$ cat config.mk
export PLATFORM = sky130hd
export DESIGN_NAME = oldland_memory_stage
export DESIGN_NICKNAME = d
export VERILOG_FILES = /design/src/rtl/oldland_memory_stage_pkg.sv /design/src/rtl/oldland_mem_lanes.sv /design/src/rtl/oldland_memory_stage.sv
export SDC_FILE = /design/constraint.sdc
export NUM_CORES = 1
export LEC_CHECK = 0
export CORE_UTILIZATION = 44
export DETAILED_ROUTE_END_ITERATION = 8
export PLACE_DENSITY = 0.95
export RECOVER_POWER = 50
export SYNTH_ARGS = -nofsm -noshare
export SYNTH_HDL_FRONTEND = slang
export SYNTH_SLANG_ARGS = --single-unit
$ cat constraint.sdc
create_clock -name clk -period 3 [get_ports clk]
set_clock_uncertainty 0.1 [all_clocks]
set_input_delay 0.3 -clock clk [delete_from_list [all_inputs] [get_ports clk]]
set_output_delay 0.3 -clock clk [all_outputs]
set_load 0.02 [all_outputs]
$ cat src/rtl/oldland_memory_stage_pkg.sv
// Shared width codes, FSM state type and request validation for the memory stage.
package oldland_memory_stage_pkg;

  localparam logic [1:0] MEM_WIDTH_8  = 2'b00;
  localparam logic [1:0] MEM_WIDTH_16 = 2'b01;
  localparam logic [1:0] MEM_WIDTH_32 = 2'b10;

  localparam int unsigned DEFAULT_TIMEOUT = 256;

  typedef enum logic {
    S_IDLE,
    S_ACCESS
  } state_t;

  // Reserved width counts as misaligned so both abort through the same path.
  function automatic logic misaligned(input logic [1:0] width, input logic [1:0] lo);
    logic bad;
    case (width)
      MEM_WIDTH_8:  bad = 1'b0;
      MEM_WIDTH_16: bad = lo[0];
      MEM_WIDTH_32: bad = (lo != 2'b00);
      default:      bad = 1'b1;
    endcase
    return bad;
  endfunction

endpackage

$ cat src/rtl/oldland_mem_lanes.sv
// Little-endian byte-lane steering: store lane enables/replication and load extraction.
module oldland_mem_lanes
  import oldland_memory_stage_pkg::*;
(
  input  logic [1:0]  req_width,
  input  logic [1:0]  req_lo,
  input  logic [31:0] req_data,
  output logic [3:0]  bytesel,
  output logic [31:0] wr_data,
  input  logic [1:0]  ld_width,
  input  logic [1:0]  ld_lo,
  input  logic [31:0] ld_data,
  output logic [31:0] ld_val
);

  always_comb begin
    bytesel = '0;
    wr_data = '0;
    case (req_width)
      MEM_WIDTH_8: begin
        bytesel = 4'b0001 << req_lo;
        wr_data = {4{req_data[7:0]}};
      end
      MEM_WIDTH_16: begin
        bytesel = req_lo[1] ? 4'b1100 : 4'b0011;
        wr_data = {2{req_data[15:0]}};
      end
      MEM_WIDTH_32: begin
        bytesel = '1;
        wr_data = req_data;
      end
      default: ;
    endcase
  end

  always_comb begin
    ld_val = '0;
    case (ld_width)
      MEM_WIDTH_8:  ld_val = {24'b0, ld_data[{ld_lo, 3'b000} +: 8]};
      MEM_WIDTH_16: ld_val = {16'b0, ld_data[{ld_lo[1], 4'b0000} +: 16]};
      MEM_WIDTH_32: ld_val = ld_data;
      default: ;
    endcase
  end

endmodule

$ cat src/rtl/oldland_memory_stage.sv
// Memory pipeline stage: one outstanding data-bus access with ack/error/timeout,
// then a registered writeback result; stalls upstream while the access is open.
module oldland_memory_stage
  import oldland_memory_stage_pkg::*;
#(
  parameter int unsigned TIMEOUT_CYCLES = DEFAULT_TIMEOUT,
  parameter int unsigned CNT_W          = 16
) (
  input  logic        clk,
  input  logic        rst,
  input  logic [31:0] mar,
  input  logic [31:0] mdr,
  input  logic [1:0]  mem_width,
  input  logic        mem_load,
  input  logic        mem_store,
  input  logic [31:0] wr_val,
  input  logic        wr_result,
  input  logic [3:0]  rd_sel,
  input  logic        i_valid,
  output logic [31:0] d_addr,
  output logic [3:0]  d_bytesel,
  output logic [31:0] d_wr_val,
  output logic        d_wr_en,
  output logic        d_access,
  input  logic        d_ack,
  input  logic        d_error,
  input  logic [31:0] d_data,
  output logic        busy,
  output logic [31:0] wb_val,
  output logic        wb_en,
  output logic [3:0]  wb_rd_sel,
  output logic        i_valid_out,
  output logic        data_abort
);

  state_t           state, state_next;
  logic [CNT_W-1:0] count;
  logic             ld_q, wr_result_q;
  logic [1:0]       width_q, lo_q;
  logic [3:0]       rd_q;
  logic [3:0]       req_bytesel;
  logic [31:0]      req_wr_data, ld_val;
  logic             valid_req, bad_req, start, ack_done, abort_done, done;

  oldland_mem_lanes u_lanes (
    .req_width (mem_width),
    .req_lo    (mar[1:0]),
    .req_data  (mdr),
    .bytesel   (req_bytesel),
    .wr_data   (req_wr_data),
    .ld_width  (width_q),
    .ld_lo     (lo_q),
    .ld_data   (d_data),
    .ld_val    (ld_val)
  );

  assign valid_req = i_valid & (mem_load | mem_store);
  assign bad_req   = misaligned(mem_width, mar[1:0]);
  assign start     = (state == S_IDLE) && valid_req && !bad_req;
  // Error beats a simultaneous ack; an ack on the timeout cycle still completes.
  assign abort_done = (state == S_ACCESS) &&
                      (d_error || (!d_ack && count == CNT_W'(TIMEOUT_CYCLES - 1)));
  assign ack_done   = (state == S_ACCESS) && d_ack && !d_error;
  assign done       = abort_done | ack_done;

  always_ff @(posedge clk) begin
    if (rst) state <= S_IDLE;
    else     state <= state_next;
  end

  always_comb begin
    state_next = state;
    busy       = 1'b0;
    case (state)
      S_IDLE: if (start) begin
        state_next = S_ACCESS;
        busy       = 1'b1;
      end
      S_ACCESS: if (done) state_next = S_IDLE;
                else      busy       = 1'b1;
      default: state_next = S_IDLE;
    endcase
  end

  always_ff @(posedge clk) begin
    if (rst) begin
      count       <= '0;
      d_addr      <= '0;
      d_bytesel   <= '0;
      d_wr_val    <= '0;
      d_wr_en     <= 1'b0;
      d_access    <= 1'b0;
      ld_q        <= 1'b0;
      wr_result_q <= 1'b0;
      width_q     <= '0;
      lo_q        <= '0;
      rd_q        <= '0;
      wb_val      <= '0;
      wb_en       <= 1'b0;
      wb_rd_sel   <= '0;
      i_valid_out <= 1'b0;
      data_abort  <= 1'b0;
    end else begin
      wb_val      <= '0;
      wb_en       <= 1'b0;
      wb_rd_sel   <= '0;
      i_valid_out <= 1'b0;
      data_abort  <= 1'b0;
      case (state)
        S_IDLE: begin
          count <= '0;
          if (!valid_req) begin
            wb_val      <= wr_val;
            wb_en       <= wr_result & i_valid;
            wb_rd_sel   <= rd_sel;
            i_valid_out <= i_valid;
          end else if (bad_req) begin
            data_abort <= 1'b1;
          end else begin
            d_access    <= 1'b1;
            d_addr      <= {mar[31:2], 2'b00};
            d_bytesel   <= req_bytesel;
            d_wr_val    <= req_wr_data;
            d_wr_en     <= mem_store;
            ld_q        <= mem_load;
            width_q     <= mem_width;
            lo_q        <= mar[1:0];
            rd_q        <= rd_sel;
            wr_result_q <= wr_result;
          end
        end
        S_ACCESS: begin
          count <= count + CNT_W'(1);
          if (done) begin
            d_access <= 1'b0;
            d_wr_en  <= 1'b0;
          end
          if (abort_done) begin
            data_abort <= 1'b1;
          end else if (ack_done) begin
            i_valid_out <= 1'b1;
            wb_en       <= ld_q & wr_result_q;
            wb_val      <= ld_q ? ld_val : '0;
            wb_rd_sel   <= rd_q;
          end
        end
        default: ;
      endcase
    end
  end

endmodule

# ---- Word level (Yosys, flattened, before mapping)
# Index checks and enable logic that the tools add are counted.
# Widths: inputs -> output; s select.
dict set report classes {
  addsub 1
  n_reduce_logical 15
  n_eq_ne 8
  shift 3
  mux 37
  bitwise 7
}
# operator count
set op_table {}
lappend op_table {{$pmux 32 s3} 2}
lappend op_table {{$mux 32} 4}
lappend op_table {{$pmux 32 s2} 1}
lappend op_table {{$pmux 16 s2} 1}
lappend op_table {{$shiftx 32x6->16} 1}
lappend op_table {{$shiftx 32x6->8} 1}
lappend op_table {{$add 16x1->16 const B} 1}
lappend op_table {{$eq 16x8->1 const B} 1}
lappend op_table {{$mux 1} 16}
lappend op_table {{$mux 4} 4}
lappend op_table {{$pmux 1 s2} 6}
lappend op_table {{$pmux 4 s3} 1}
lappend op_table {{$pmux 4 s2} 1}
lappend op_table {{$logic_and 1x1->1} 6}
lappend op_table {{$reduce_and 3->1} 2}
lappend op_table {{$eq 2x1->1 const B} 2}
lappend op_table {{$eq 2x2->1 const B} 2}
lappend op_table {{$logic_not 2->1} 2}
lappend op_table {{$ne 2x2->1 const B} 2}
lappend op_table {{$shl 1x2->4 const A} 1}
lappend op_table {{$and 1x1->1} 3}
lappend op_table {{$logic_not 1->1} 3}
lappend op_table {{$pmux 1 s3} 1}
lappend op_table {{$ne 2x1->1 const B} 1}
lappend op_table {{other kinds (4)} 6}
dict set report totals {
  out_inout_bits 110
  wordCells 88
  ff_bits 134
}

# ---- Longest topological paths before layout
dict set report depth {
  ltp_word 7
  depth_mapped 8
  ltp_nobuf 6
}

# ---- Cells and area by module
# Synthesis repeated with hierarchy kept, for this count alone.
dict set report hier_totals {
  cells_unflattened 655
  hier_area_um2 5973.2
}
# module area_each_um2 n_inst cells_per_inst
set modules_own_cells {}
lappend modules_own_cells {oldland_memory_stage 4880.9 1 482}
lappend modules_own_cells {oldland_mem_lanes 1092.3 1 173}

# ---- Worst setup path after synthesis
# Ideal clock, no wire load.
dict set report synth_timing {
  path_type {reg-to-reg}
  startpoint {register count[10]}
  endpoint {register state}
  required_time_ns 2.785
  period_less_slack_ns 1.783
  setup_ns 0.115
  path_stages_with_launch 6
  arrival_ns 1.568
  slack_ns 1.217
  path_cell_list {dfxtp_1 or4_4 nor3_2 a31oi_1 nand2b_1 and2_1}
}
dict set report synth_between {
  elab_chain_cells 7
}
# element line
set synth_lines {}
lappend synth_lines {{start, declared} oldland_memory_stage.sv:37} ;# logic [CNT_W-1:0] count;
lappend synth_lines {{start signal, assigned} oldland_memory_stage.sv:133} ;# count <= count + CNT_W'(1);
lappend synth_lines {{$eq 16x8->1} oldland_memory_stage.sv:62} ;# (d_error || (!d_ack && count == CNT_W'(TIMEOUT_CYCLES - 1)));
lappend synth_lines {{$logic_and 1x1->1} oldland_memory_stage.sv:62}
lappend synth_lines {{$logic_or 1x1->1} oldland_memory_stage.sv:62}
lappend synth_lines {{$logic_and 1x1->1} oldland_memory_stage.sv:61} ;# assign abort_done = (state == S_ACCESS) &&
lappend synth_lines {{$or 1x1->1} oldland_memory_stage.sv:64} ;# assign done = abort_done | ack_done;
lappend synth_lines {{$mux 1} --}
lappend synth_lines {{$pmux 1 s2} --}
lappend synth_lines {{named net busy} oldland_memory_stage.sv:28} ;# output logic busy,
lappend synth_lines {{end signal, assigned} oldland_memory_stage.sv:68} ;# else state <= state_next;
lappend synth_lines {{end, declared} oldland_memory_stage.sv:36} ;# state_t state, state_next;
# The timed path passes the listed nets, and every way through them passes these cells.
# A chain may end at the register's enable or synchronous reset.

# ---- Worst setup path in the final report
dict set report layout_timing {
  startpoint {register count[0]}
  endpoint {output port busy}
}
dict set report layout_between {
  elab_chain_cells 7
}
# element line
set layout_lines {}
lappend layout_lines {{$eq 16x8->1} oldland_memory_stage.sv:62}
lappend layout_lines {{$logic_and 1x1->1} oldland_memory_stage.sv:62}
lappend layout_lines {{$logic_or 1x1->1} oldland_memory_stage.sv:62}
lappend layout_lines {{$logic_and 1x1->1} oldland_memory_stage.sv:61}
lappend layout_lines {{$or 1x1->1} oldland_memory_stage.sv:64}
lappend layout_lines {{$mux 1} oldland_memory_stage.sv:79} ;# S_ACCESS: if (done) state_next = S_IDLE;
lappend layout_lines {{$pmux 1 s2} oldland_memory_stage.sv:74} ;# case (state)
lappend layout_lines {{end, declared} oldland_memory_stage.sv:28}
# No other way between the ends.

==> flow_metrics.py <==
metrics = {
    "setup_path": {
        "crit_path_end_kind": "output port",
        "crit_chain": "ha_1 > nand3_1 > nor2_2 > a31oi_1 > nand2b_1 > clkdlybuf4s50_1",
        "cp_data_arrival_time_ns": 2.40,
        "required_ns": 2.60,
        "startpoint_type": "flop",
        "r2r_cells": 6,
        "max_stage_delay_ns": 0.54,
        "r2r_slack_ns": 0.70,
        "critPathMaxFanout": 5,
        "critPathKind": "reg2out",
        "cp_slowest_cell": "clkdlybuf4s50_1",
    },
    "synth": {
        "netlist_top_cells_area": "dfxtp_1 50%, nand2_1 7.9%, a21oi_1 6.2%",
        "syn_area_um2": 5380,
        "synth_area_per_cell_um2": 8.46,
        "ys_types": 50,
        "yosys_warnings": 0,
        "synth.largest_area_cell": "dfxtp_1",
        "yosysSeqAreaShare_pct": 49.8,
        "synth_edf_count": 0,
        "synth_top_area_share_pct": 49.8,
        "syn_inst": 636,
        "synth_seq_cells": 134,
        "ys.flop_type": "dfxtp_1",
        "async_flop_share_pct": 0,
    },
    "global_routing": {
        "grt_pass1_vias": 5394,
        "grt_usage_pct": 27.8,
        "antenna_found_initial": 0,
        "grt-ovfl-total": 0,
        "grt_start_max_net_pins": 79,
        "grt_pass1_wl_um": 27300,
    },
    "floorplan": {
        "ioPinCount": 252,
        "die_h_um": 113,
        "core_um2": 12000,
        "dieArea_um2": 12700,
        "fp.dieW_um": 113,
        "initial_utilization_pct": 45.0,
        "row_count": 40,
    },
    "clocking": {
        "cts.path.max_buffers": 2,
        "clock_sinks": 134,
        "cts-resized-gates": 0,
        "cts.htree.levels": 4,
        "holdBufCountCts": 0,
        "worstSkewPairLatency_ns": 0.42,
        "cts_tree": "yes",
        "root_buffer": "clkbuf_16",
        "cts.clk_slew.worst_paths_ns": 0.06,
        "cts_setup_buffers": 0,
        "numCtsBuffers": 17,
    },
    "timing": {
        "rsz0062_at_grt": "no",
        "setup_violations": 0,
        "fmax_mhz": 357,
        "post-route-period-util_pct": 93.3,
        "final_hold_viol_count": 0,
        "setup_tns_ns": 0,
        "slew_headroom_pct": 51.1,
        "tightestPinTransition_ns": 0.732,
        "fin_hold_ws_ns": 0.220,
        "drv_slew": 0,
        "fin_crit_ns": 2.80,
    },
    "detailed_routing": {
        "dr.pass1.iters": 5,
        "route.detailed.drc": 0,
        "ant_nets": 0,
        "via_count": 5620,
        "wl_per_cell_um": 16.9,
        "viasPerCell": 5.47,
        "wl_um": 17300,
        "drt_iter0_drc": 456,
    },
    "layout": {
        "final_cell_mix": "153 x clkdlybuf4s50_1, 134 x dfxtp_1, 114 x nand2_1",
        "drive_above_1_share_pct": 6.70,
        "antenna_cells": 0,
        "final_nets": 1011,
        "final_common_cell": "clkdlybuf4s50_1",
        "nFillCells": 897,
        "area_delta_synth_final_pct": 58.0,
    },
    "placement": {
        "portBuffers": 249,
        "gp_congestion": 0.824,
        "dp_hpwl_um": 12100,
    },
    "power_and_ir_drop": {
        "leakage_nw": 3.34,
        "irDropWorstVdd_mv": 0.400,
        "cellPowerDensity_nw_per_um2": 539,
    },
    "min_path": {
        "holdPathStages": 3,
        "hp-class": "in2reg",
    },
    "outcome": {
        "status": "completed",
    },
    "job": {
        "max_cap_violations": 0,
    },
}
## cell families after synthesis
group,after synthesis,share of synthesized area (%)
buffers and inverters,50,4.18
muxes,17,3.35
DFF,134,49.8
other,1,0.0697
AOI/OAI and AO/OA,149,18.3
adders and majority gates,1,0.232
and+or+nand+nor,272,22.1
xor gates and xnor gates,12,1.95
## cell usage after synthesis, types with 9 or more instances
cell type,instances
nand2_1,114
nor2_1,87
mux2i_1,9
clkbuf_1,26
a22oi_1,28
dfxtp_1,134
buf_2,15
nor3_1,29
a211oi_1,16
a21oi_1,67
nand3_1,17
## metal layers
metal  routed length (um)  vias up  GRT usage (%)
li1                     -     2698              -
met1                 6880     2613           32.5
met2                 8500      258           45.6
met3                 1290       51           8.10
met4                  660        0           15.8
met5                    0        -              0
## worst paths after layout
check / startpoint / end
worst max-delay path: count[0] / busy
worst max register to register: state / wb_val[10]
worst min register to register: d_addr[13] / d_addr[13]
worst min-delay path: rst / state
## worst max-delay path: cells and delay by family (launching register included)
family                   cells  cell delay (ns)
adder cells (fa/ha/maj)      1             0.21
buffers and inverters        1             0.54
AND/OR/NAND/NOR              3             0.68
AO/OA/AOI/OAI                1             0.17
flip-flops                   1             0.38
## state kept, by name, summed over array words and instances (netlist names), 2 cells and up
| name | cells |
|---|---|
| count | 16 |
| d_addr | 30 |
| d_bytesel | 4 |
| d_wr_val | 32 |
| lo_q | 2 |
| rd_q | 4 |
| wb_rd_sel | 4 |
| wb_val | 32 |
| width_q | 2 |
## power by group
part / switching [mW] / internal (mW) / leakage (nW)
combinational: 0.376 / 0.374 / 1.97
sequential: 0.0411 / 1.87 / 1.09
clock: 0.740 / 1.19 / 0.274
## cell type report
cell class,count,area [um^2],share of cell area [%]
sequential,134,2680,31.5
inverter,3,11.3,0.132
multi-input combinational,453,2490,29.3
timing repair buffer,259,2590,30.4
tap,147,184,2.16
clock buffer,21,470,5.53
clock inverter,10,80.1,0.941
## through the flow
step	cell area [um^2]	std cells	power, mW	setup slack [ns]	utilization (%)
detailed placement	7970	996	2.71	0.373	66.6
CTS	8520	1027	4.64	0.0975	71.2
global route	8510	1027	4.76	0.0597	71.1
finish	8510	1027	4.58	0.200	71.1
global placement	7970	996	2.70	0.424	66.6
floorplan	5390	637	2.29	1.22	-
No activity file was read; power rests on OpenSTA's default activity.
